File: config.mk
export PLATFORM = sky130hd
export DESIGN_NAME = coherent_dcache_bus_agent
export DESIGN_NICKNAME = d
export VERILOG_FILES = /design/src/rtl/cpu_types_pkg.sv /design/src/rtl/coherent_dcache_bus_agent.sv
export SDC_FILE = /design/constraint.sdc
export NUM_CORES = 1
export LEC_CHECK = 0
export CAP_MARGIN = 40
export CORE_MARGIN = 5
export CORE_UTILIZATION = 45
export DETAILED_ROUTE_END_ITERATION = 10
export PLACE_DENSITY = 0.77
export SLEW_MARGIN = 5
export SYNTH_ARGS = -nofsm -noshare
export SYNTH_HDL_FRONTEND = slang
export SYNTH_SLANG_ARGS = --single-unit
export TNS_END_PERCENT = 20
File: constraint.sdc
create_clock -name CLK -period 2.29 [get_ports CLK]
set_input_delay 0.3435 -clock CLK [delete_from_list [all_inputs] [get_ports CLK]]
set_output_delay 0.3435 -clock CLK [all_outputs]
set_load 0.03 [all_outputs]
File: src/rtl/cpu_types_pkg.sv
//------------------------------------------------------------------------------
// Module     : cpu_types_pkg
// Description: Shared CPU-side types for the coherent dcache bus agent.
//              bus_op_t encodes the block-level bus operations the dcache can
//              request; the helpers compute the two word addresses of a block.
// Revision   : 1.0 - initial release
//------------------------------------------------------------------------------
`default_nettype none

package cpu_types_pkg;

  typedef enum logic [1:0] {
    OP_FILL_S = 2'd0,  // read block, shared intent
    OP_FILL_M = 2'd1,  // read block, write intent
    OP_WB     = 2'd2,  // write dirty block back
    OP_UPG    = 2'd3   // S->M upgrade, no data movement
  } bus_op_t;

  localparam int BLOCK_WORDS = 2;

  // Block base: clear the byte-offset bits of the address.
  function automatic logic [31:0] word0_addr(input logic [31:0] addr,
                                             input int unsigned off_bits);
    return addr & ~((32'd1 << off_bits) - 32'd1);
  endfunction

  // Last word of the block (second word for a 2-word block).
  function automatic logic [31:0] word1_addr(input logic [31:0] addr,
                                             input int unsigned off_bits);
    return word0_addr(addr, off_bits) + 32'(4 * (BLOCK_WORDS - 1));
  endfunction

endpackage

`default_nettype wire

File: src/rtl/coherent_dcache_bus_agent.sv
//------------------------------------------------------------------------------
// Module     : coherent_dcache_bus_agent
// Description: Cache-side coherence bus agent. Turns local block requests
//              (fill / writeback / upgrade) into dREN/dWEN/cctrans/ccwrite
//              sequences and answers controller snoops, supplying dirty data
//              and pulsing invalidate / downgrade to the tag array.
// Ports      : CLK, nRST            - clock, async active-low reset
//              req_*                - local request (held until req_done)
//              req_done, fill_data* - completion pulse and captured fill words
//              snp_addr, snp_hit/dirty/data*, snp_inv/clean - snoop tag side
//              dREN/dWEN/daddr/dstore/dload/dwait - controller data port
//              ccwait/ccinv/ccsnoopaddr/cctrans/ccwrite - coherence signals
// Revision   : 1.0 - initial release
//------------------------------------------------------------------------------
`default_nettype none

module coherent_dcache_bus_agent
  import cpu_types_pkg::*;
#(
  parameter int BLOCK_OFFSET_BITS = 3
) (
  input  logic        CLK,
  input  logic        nRST,
  input  logic        req_valid,
  input  bus_op_t     req_op,
  input  logic [31:0] req_addr,
  input  logic [31:0] req_wdata0,
  input  logic [31:0] req_wdata1,
  output logic        req_done,
  output logic [31:0] fill_data0,
  output logic [31:0] fill_data1,
  output logic [31:0] snp_addr,
  input  logic        snp_hit,
  input  logic        snp_dirty,
  input  logic [31:0] snp_data0,
  input  logic [31:0] snp_data1,
  output logic        snp_inv,
  output logic        snp_clean,
  output logic        dREN,
  output logic        dWEN,
  output logic [31:0] daddr,
  output logic [31:0] dstore,
  input  logic [31:0] dload,
  input  logic        dwait,
  input  logic        ccwait,
  input  logic        ccinv,
  input  logic [31:0] ccsnoopaddr,
  output logic        cctrans,
  output logic        ccwrite
);

  localparam logic [3:0] S_IDLE     = 4'd0;
  localparam logic [3:0] S_FILL0    = 4'd1;
  localparam logic [3:0] S_FILL1    = 4'd2;
  localparam logic [3:0] S_WB0      = 4'd3;
  localparam logic [3:0] S_WB1      = 4'd4;
  localparam logic [3:0] S_UPG      = 4'd5;
  localparam logic [3:0] S_SNP_LOOK = 4'd6;
  localparam logic [3:0] S_SNP_RESP = 4'd7;
  localparam logic [3:0] S_SNP_WB0  = 4'd8;
  localparam logic [3:0] S_SNP_WB1  = 4'd9;
  localparam logic [3:0] S_DONE     = 4'd10;

  logic [3:0]  state_q,     state_d;
  bus_op_t     op_q,        op_d;
  logic [31:0] addr_q,      addr_d;
  logic [31:0] wdata0_q,    wdata0_d;
  logic [31:0] wdata1_q,    wdata1_d;
  logic [31:0] fill0_q,     fill0_d;
  logic [31:0] fill1_q,     fill1_d;
  logic [31:0] snp_addr_q,  snp_addr_d;
  logic [31:0] sdata0_q,    sdata0_d;
  logic [31:0] sdata1_q,    sdata1_d;
  logic        inv_flag_q,  inv_flag_d;   // sticky ccinv seen during this snoop
  logic        dirty_q,     dirty_d;      // this snoop is supplying a dirty block
  logic        wb_done_q,   wb_done_d;    // both snoop words have been accepted
  logic        snp_inv_q,   snp_inv_d;
  logic        snp_clean_q, snp_clean_d;

  logic w_inv_seen;
  assign w_inv_seen = inv_flag_q | ccinv;

  always_comb begin
    state_d     = state_q;
    op_d        = op_q;
    addr_d      = addr_q;
    wdata0_d    = wdata0_q;
    wdata1_d    = wdata1_q;
    fill0_d     = fill0_q;
    fill1_d     = fill1_q;
    snp_addr_d  = snp_addr_q;
    sdata0_d    = sdata0_q;
    sdata1_d    = sdata1_q;
    inv_flag_d  = inv_flag_q;
    dirty_d     = dirty_q;
    wb_done_d   = wb_done_q;
    snp_inv_d   = 1'b0;
    snp_clean_d = 1'b0;

    case (state_q)
      S_IDLE: begin
        // Snoops win so the controller is never blocked behind a local miss.
        if (ccwait) begin
          snp_addr_d = ccsnoopaddr;
          inv_flag_d = 1'b0;
          dirty_d    = 1'b0;
          wb_done_d  = 1'b0;
          state_d    = S_SNP_LOOK;
        end else if (req_valid) begin
          op_d     = req_op;
          addr_d   = req_addr;
          wdata0_d = req_wdata0;
          wdata1_d = req_wdata1;
          case (req_op)
            OP_WB:   state_d = S_WB0;
            OP_UPG:  state_d = S_UPG;
            default: state_d = S_FILL0;
          endcase
        end
      end
      S_FILL0: if (!dwait) begin fill0_d = dload; state_d = S_FILL1; end
      S_FILL1: if (!dwait) begin fill1_d = dload; state_d = S_DONE;  end
      S_WB0:   if (!dwait) state_d = S_WB1;
      S_WB1:   if (!dwait) state_d = S_DONE;
      S_UPG:   if (!dwait) state_d = S_DONE;
      S_DONE:  state_d = S_IDLE;
      S_SNP_LOOK: begin
        inv_flag_d = w_inv_seen;
        state_d    = ccwait ? S_SNP_RESP : S_IDLE;
      end
      S_SNP_RESP: begin
        inv_flag_d = w_inv_seen;
        if (snp_hit && snp_dirty) begin
          sdata0_d = snp_data0;
          sdata1_d = snp_data1;
          dirty_d  = 1'b1;
          state_d  = S_SNP_WB0;
        end else if (!ccwait) begin
          snp_inv_d = w_inv_seen & snp_hit;
          state_d   = S_IDLE;
        end
      end
      S_SNP_WB0: begin
        inv_flag_d = w_inv_seen;
        if (!dwait) state_d = S_SNP_WB1;
      end
      S_SNP_WB1: begin
        inv_flag_d = w_inv_seen;
        if (!wb_done_q) begin
          if (!dwait) wb_done_d = 1'b1;
        end else if (!ccwait) begin
          // Invalidate takes precedence; otherwise the supplied line drops to S.
          snp_inv_d   = w_inv_seen & snp_hit;
          snp_clean_d = ~(w_inv_seen & snp_hit) & dirty_q;
          state_d     = S_IDLE;
        end
      end
      default: state_d = S_IDLE;
    endcase
  end

  always_ff @(posedge CLK or negedge nRST) begin
    if (!nRST) begin
      state_q     <= S_IDLE;
      op_q        <= OP_FILL_S;
      addr_q      <= '0;
      wdata0_q    <= '0;
      wdata1_q    <= '0;
      fill0_q     <= '0;
      fill1_q     <= '0;
      snp_addr_q  <= '0;
      sdata0_q    <= '0;
      sdata1_q    <= '0;
      inv_flag_q  <= 1'b0;
      dirty_q     <= 1'b0;
      wb_done_q   <= 1'b0;
      snp_inv_q   <= 1'b0;
      snp_clean_q <= 1'b0;
    end else begin
      state_q     <= state_d;
      op_q        <= op_d;
      addr_q      <= addr_d;
      wdata0_q    <= wdata0_d;
      wdata1_q    <= wdata1_d;
      fill0_q     <= fill0_d;
      fill1_q     <= fill1_d;
      snp_addr_q  <= snp_addr_d;
      sdata0_q    <= sdata0_d;
      sdata1_q    <= sdata1_d;
      inv_flag_q  <= inv_flag_d;
      dirty_q     <= dirty_d;
      wb_done_q   <= wb_done_d;
      snp_inv_q   <= snp_inv_d;
      snp_clean_q <= snp_clean_d;
    end
  end

  logic [31:0] w_req_word0, w_req_word1, w_snp_word0, w_snp_word1;
  assign w_req_word0 = word0_addr(addr_q, BLOCK_OFFSET_BITS);
  assign w_req_word1 = word1_addr(addr_q, BLOCK_OFFSET_BITS);
  assign w_snp_word0 = word0_addr(snp_addr_q, BLOCK_OFFSET_BITS);
  assign w_snp_word1 = word1_addr(snp_addr_q, BLOCK_OFFSET_BITS);

  // Bus outputs are decoded purely from state so a reset clears them at once.
  always_comb begin
    req_done = 1'b0;
    dREN     = 1'b0;
    dWEN     = 1'b0;
    cctrans  = 1'b0;
    ccwrite  = 1'b0;
    daddr    = '0;
    dstore   = '0;
    case (state_q)
      S_FILL0: begin
        dREN = 1'b1; cctrans = 1'b1; ccwrite = (op_q == OP_FILL_M); daddr = w_req_word0;
      end
      S_FILL1: begin
        dREN = 1'b1; cctrans = 1'b1; ccwrite = (op_q == OP_FILL_M); daddr = w_req_word1;
      end
      S_WB0: begin dWEN = 1'b1; daddr = w_req_word0; dstore = wdata0_q; end
      S_WB1: begin dWEN = 1'b1; daddr = w_req_word1; dstore = wdata1_q; end
      S_UPG: begin cctrans = 1'b1; ccwrite = 1'b1; end
      S_DONE: req_done = 1'b1;
      S_SNP_RESP: begin cctrans = 1'b1; ccwrite = snp_hit & snp_dirty; end
      S_SNP_WB0: begin
        dWEN = 1'b1; cctrans = 1'b1; ccwrite = 1'b1; daddr = w_snp_word0; dstore = sdata0_q;
      end
      S_SNP_WB1: begin
        cctrans = 1'b1;
        ccwrite = 1'b1;
        if (!wb_done_q) begin
          dWEN = 1'b1; daddr = w_snp_word1; dstore = sdata1_q;
        end
      end
      default: ;
    endcase
  end

  assign fill_data0 = fill0_q;
  assign fill_data1 = fill1_q;
  assign snp_addr   = snp_addr_q;
  assign snp_inv    = snp_inv_q;
  assign snp_clean  = snp_clean_q;

endmodule

`default_nettype wire

==> run metrics, run 1 <==
CTS tree=done; Vias=8353; pin count of the biggest net entering global routing=63; DRC=0; drt first pass iters=7; mean post-synth cell area=14.1 µm²; relative slew slack=57.8%; CTS max path bufs=3; #FFs+latches synth=264; Root Buffer=clkbuf_16; Final setup viols=64; reg-to-reg critical path startpoint=state_q[2]; Post-Syn Area=11100 µm²; Data required, critical path=between 1500 and 2000 ps; Worst-path clk slew=70 ps; Synth cell types=42; DIE WIDTH=167 µm; Area Overhead vs Synth=54.1%; core area=24300 µm²; Place WS=124 ps; RSZ-0062 raised after global routing=yes; f_max=392 MHz; IO Count=401; status=finished, violations left; Tightest Hold Check Type=primary input to asynchronous set/reset pin; register area share after synthesis=59.4%; Worst Skew=9.93 ps; Post-synth EDFFs=0; Finished Core Util=a little over two thirds; Cell Pwr Density=1530 nW/µm²; CP endpoint kind=output port; H-tree Lvls=1; drt total wl=34.6 mm; Port Buffers=a little under 400; TritonCTS Buffers=28; worst-margin pin slew=633 ps; DIE HEIGHT=~170 µm; placed cells=1490; routability congestion estimate=around 0.85; Fin Hold WS=357 ps; Initial Utilization=45.7%; clk sinks=about 260; Post-Synthesis Cells=just under 800; ANT nets after route=0; GRT Residual Overflow=0; wire length of the first global-routing pass=53.2 mm; asr flop ratio synth=100%; CP Class=register to output port; clk_lat worst skew=530 ps; layout cells sized above 1=36.1%; crit path DAT=2210 ps; Row Count=57; initial antenna violation count=5; Max FO, Critical Path=22; final hold vios=0; CP Launch Type=register; gr usage total=23.8%; Tcrit/Tclk final=111%; nets=1451; final slew viol count=0; CP Launch Point=state_q[3]; post-route setup slack=-263 ps; Final HPWL DP=24.1 mm; Leakage=7.58 nW; Max-Cap Viols=0; Wirelength per Cell=roughly 22 µm; Post-synth top flop=dfrtp_1; Via density=around 5.3; DRT iter0 DRCs=roughly 570; vias in the first global route=around 8.9k; peak supply drop=793 µV; setup TNS=-14240 ps; die area=27900 µm²; Syn. warnings=0; Finished Layout Cells=about 1.6k; crit path time final=around 2600 ps; failing checks=negative setup slack
power breakdown:
| part | leakage, nW | switching [W] | internal, W | total, W |
|---|---|---|---|---|
| Combinational | 3.83 | 0.00660 | 0.00639 | 0.0130 |
| Sequential | 3.25 | 0.00134 | 0.00699 | 0.00833 |
| Clock | 0.501 | 0.00188 | 0.00298 | 0.00486 |
cell usage in the layout (no fill, tap or decap), types with 5 or more instances in the layout:
cell,instances
clkinv_2,7
clkbuf_8,7
nor2_1,8
o21ai_0,6
buf_12,12
nand2_1,73
buf_4,39
mux2_2,243
a22o_1,28
mux2_1,16
buf_6,67
diode_2,5
clkdlybuf4s50_1,327
a222oi_1,32
clkbuf_16,29
dfrtp_1,262
logic make-up after synthesis:
logic type | synth area share, %
AO/OA/AOI/OAI | 6.84
XOR/XNOR | 0.0788
buffers and inverters | 2.51
flip-flops | 59.4
multiplexers | 26.3
other | 0.0337
AND/OR/NAND/NOR | 4.78
worst paths after layout:
kind / endpoint / slack (ps) / cells past startpoint
worst max-delay path: dstore[4] / -260 / 8
worst min-delay path: fill_data0[6] / 360 / 2
worst max register to register: state_q[3] / 80 / 7
worst min register to register: wdata1_q[16] / 490 / 1
max in group asynchronous: sdata0_q[15] / 1160 / 3
min in group CLK: wdata1_q[8] / 400 / 2
stage by stage:
step | area (µm²) | total power (W)
finish | 17100 | 0.0262
global placement | 15500 | 0.0199
floorplan | 11100 | 0.0152
detailed placement | 15500 | 0.0203
CTS | 17000 | 0.0262
global route | 17100 | 0.0274
area by class of cell:
type	instances	area [µm²]
antenna	5	12.5
clock buffer	36	822
clock inverter	15	188
fill	1718	7190
inverter	2	10.0
multi-input combinational	466	4340
sequential	264	6610
tap	324	405
timing repair buffer	455	4750
state kept, by name, indices dropped and copies added (netlist names):
register,cells
dirty_q,1
snp_inv,1
fill_data0,32
inv_flag_q,1
snp_clean,1
sdata1_q,32
wb_done_q,1
snp_addr,32
sdata0_q,32
addr_q,29
state_q,4
wdata1_q,32
op_q,2
wdata0_q,32
fill_data1,32
Yosys cell counts, types with 5 or more instances:
cell	number	area, µm²
nor3_1	7	35.0
nand2_1	75	282
clkbuf_1	20	75.1
buf_4	8	60.1
buf_2	25	125
o21ai_0	8	40.0
nand2b_1	5	31.3
dfrtp_1	264	6610
a222oi_1	32	320
mux2_1	16	180
mux2_2	243	2740
a22o_1	29	254
nor2_1	12	45.0
repair_timing:
item,4_1_cts,5_1_grt
setup buffers,11,9
hold buffers,1,0
endpoints found under the hold margin,55,0
setup endpoints to repair,66,70
cloned,4,0
gates resized for setup,79,26
pin swaps,49,23
critical path, stage by stage, from the launching register on:
cell and delay [ps]:
dfrtp_2 420, buf_4 140, buf_6 100, buf_8 130, nor3_4 50, buf_12 160
a222oi_1 380, nand2_1 130, buf_6 160
routing by layer:
metal / share of wire (%) / up-vias / track usage (%)
li1: - / 3740 / -
met1: 38 / 4233 / 29.5
met2: 52 / 333 / 41.9
met3: 7.0 / 47 / 5.54
met4: 2.7 / 0 / 6.77
met5: 0 / - / 0
(Power assumes the default switching activity.)
==> run 2: changes to the inputs <==
--- a/config.mk
+++ b/config.mk
@@ -5,7 +5,6 @@
 export SDC_FILE = /design/constraint.sdc
 export NUM_CORES = 1
 export LEC_CHECK = 0
-export CAP_MARGIN = 40
 export CORE_MARGIN = 5
 export CORE_UTILIZATION = 45
 export DETAILED_ROUTE_END_ITERATION = 10
==> results of run 2 <==
Same layout as run 1: the final DEF is identical, and so are final timing and power.
==> run 3: changes to the inputs <==
--- a/config.mk
+++ b/config.mk
@@ -6,9 +6,10 @@
 export NUM_CORES = 1
 export LEC_CHECK = 0
 export CORE_MARGIN = 5
-export CORE_UTILIZATION = 45
+export CORE_UTILIZATION = 50
 export DETAILED_ROUTE_END_ITERATION = 10
-export PLACE_DENSITY = 0.77
+export DONT_BUFFER_PORTS = 1
+export PLACE_DENSITY = 0.62
 export SLEW_MARGIN = 5
 export SYNTH_ARGS = -nofsm -noshare
 export SYNTH_HDL_FRONTEND = slang
==> run 3 against run 2 <==
The run ends with negative hold slack, negative setup slack left. Clock power about the same. Utilization increased by 2.8 points. First-iteration DRC count decreased by 0.35%. Critical path depth unchanged. Setup slack got worse by 11 ps. Non-clock buffer count decreased by 112. Sequential share of layout area increased by 2.7 points. Fmax decreased by 0.44%. Worst hold slack got worse by 840 ps. Flip-flop and latch count unchanged. Global-route usage increased by 2.5 points.
==> run metrics, run 3 (synthesis results as in run 1) <==
CTS max path bufs=3; H-tree Lvls=1; Critical R2R Capture=state_q[1]; Fill cells=1304; post-route setup slack=-274 ps; peak supply drop=roughly 790 µV; DIE WIDTH=159 µm; Root Buffer=clkbuf_16; DRC=0; crit path time final=2560 ps; Cell Pwr Density=1540 nW/µm²; CP Class=register to output port; Tightest Hold Check Type=primary input to asynchronous set/reset pin; nets=1339; crit path cell chain=buf_6, nand2b_4, nor3_4, buf_12, buf_12, a222oi_1, nand2_1, buf_6; pin count of the biggest net entering global routing=265; DRT iter0 DRCs=564; initial antenna violation count=6; core area=21900 µm²; Initial Utilization=50.8%; Wirelength per Cell=24.7 µm; Worst Skew=13.2 ps; drt total wl=34.9 mm; die area=25300 µm²; Place WS=117 ps; Data required, critical path=1950 ps; Critical Path Max Stage Delay=440 ps; drt first pass iters=5; Worst-path clk slew=60 ps; clk sinks=264; RSZ-0062 raised after global routing=yes; Max-Cap Viols=0; status=finished, violations left; Leakage=roughly 7.2 nW; R2R setup slack=140 ps; worst-margin pin slew=521 ps; Via density=5.78; most common cell after layout, fill and taps aside=dfrtp_1; reg-to-reg critical path startpoint=state_q[3]; crit path DAT=2220 ps; IO Count=401; Tcrit/Tclk final=112%; wire length of the first global-routing pass=between 50 and 60 mm; clk_lat worst skew=roughly 540 ps; final hold vios=264; f_max=between 300 and 400 MHz; Finished Layout Cells=1411; vias in the first global route=9215; Row Count=54; DIE HEIGHT=159 µm; routability congestion estimate=roughly 0.84; Max FO, Critical Path=17; CP Launch Type=register; relative slew slack=65.3%; CTS tree=done; gr usage total=a little over a quarter; TritonCTS Buffers=28; total power=0.0247 W; post-cts hold buffer count=225; CP max stage cell=dfrtp_2; commonest cells after routing, fill and taps aside=dfrtp_1, mux2_2, dlygate4sd3_1, nand2_1, buf_6; Final HPWL DP=21.0 mm; Final setup viols=65; Fin Hold WS=-486 ps; Area Overhead vs Synth=44.2%; CP endpoint kind=output port; GRT Residual Overflow=0; ANT nets after route=0; Vias=roughly 8.2k; layout cells sized above 1=38.8%; final slew viol count=0; R2R cell count=7; Port Buffers=0; placed cells=1105; failing checks=negative hold slack, negative setup slack
## run 3: cell types whose count changed in the layout (fill, tap and decap cells not counted), moves of 4 or more
cell | before | now
clkbuf_1 | 0 | 4
clkbuf_8 | 7 | 3
buf_4 | 39 | 32
clkdlybuf4s50_1 | 327 | 0
dlygate4sd3_1 | 1 | 225
clkinv_2 | 7 | 2
## run 3: report_power, final
group          total [W]  internal [W]  switching [W]  leakage [nW]
registers         0.0104       0.00697        0.00347          3.25
clock network    0.00486       0.00298        0.00188         0.475
logic            0.00937       0.00495        0.00442          3.47
## run 3: layer usage
layer,vias to the layer above,share of wire [%],GRT usage (%)
li1,3525,-,-
met1,4162,37,30.8
met2,373,52,46.1
met3,93,7.7,7.35
met4,0,3.9,9.89
met5,-,0,0
## run 3: worst max path at each step
stage	to	slack, ps	startpoint	cells past startpoint
finish	dstore[24]	-270	state_q[3]	8
global route	dstore[13]	-340	state_q[3]	8
CTS	daddr[13]	-210	state_q[2]	6
detailed placement	dstore[0]	120	state_q[1]	6
global placement	daddr[24]	140	state_q[2]	6
floorplan	dWEN	40	state_q[3]	8
## run 3: metrics by stage
stage                     hold WS, ps  area [µm²]  util [%]  TNS, ps
after floorplan                  47.9       11100         -        0
after global placement           57.8       12100      55.1        0
after CTS                        -504       15900      72.6   -11200
after detailed placement         55.7       12100      55.1        0
final                            -486       16000      73.2   -12150
after global routing             -509       16000      73.2   -18330
## run 3: layout make-up
| type | count | area [µm²] | share of cell area [%] |
|---|---|---|---|
| timing repair buffer | 343 | 3690 | 23.0 |
| clock inverter | 14 | 216 | 1.35 |
| sequential | 264 | 6610 | 41.2 |
| clock buffer | 36 | 782 | 4.88 |
| tap | 280 | 350 | 2.19 |
| antenna | 6 | 15.0 | 0.0937 |
| multi-input combinational | 466 | 4360 | 27.2 |
| inverter | 2 | 10.0 | 0.0624 |
## run 3: repair_timing
item | in CTS | in global routing
cloned | 6 | 2
resized for setup | 98 | 12
endpoints found under the setup margin | 66 | 66
pin swaps | 18 | 12
endpoints found under the hold margin | 522 | 264
setup buffers | 17 | 1
## run 3: worst max-delay path, delay by kind of cell (launching register included)
| family | cells | cell delay, ps |
|---|---|---|
| flip-flops | 1 | 440 |
| AO/OA/AOI/OAI | 1 | 300 |
| buffers and inverters | 4 | 590 |
| AND/OR/NAND/NOR | 3 | 340 |
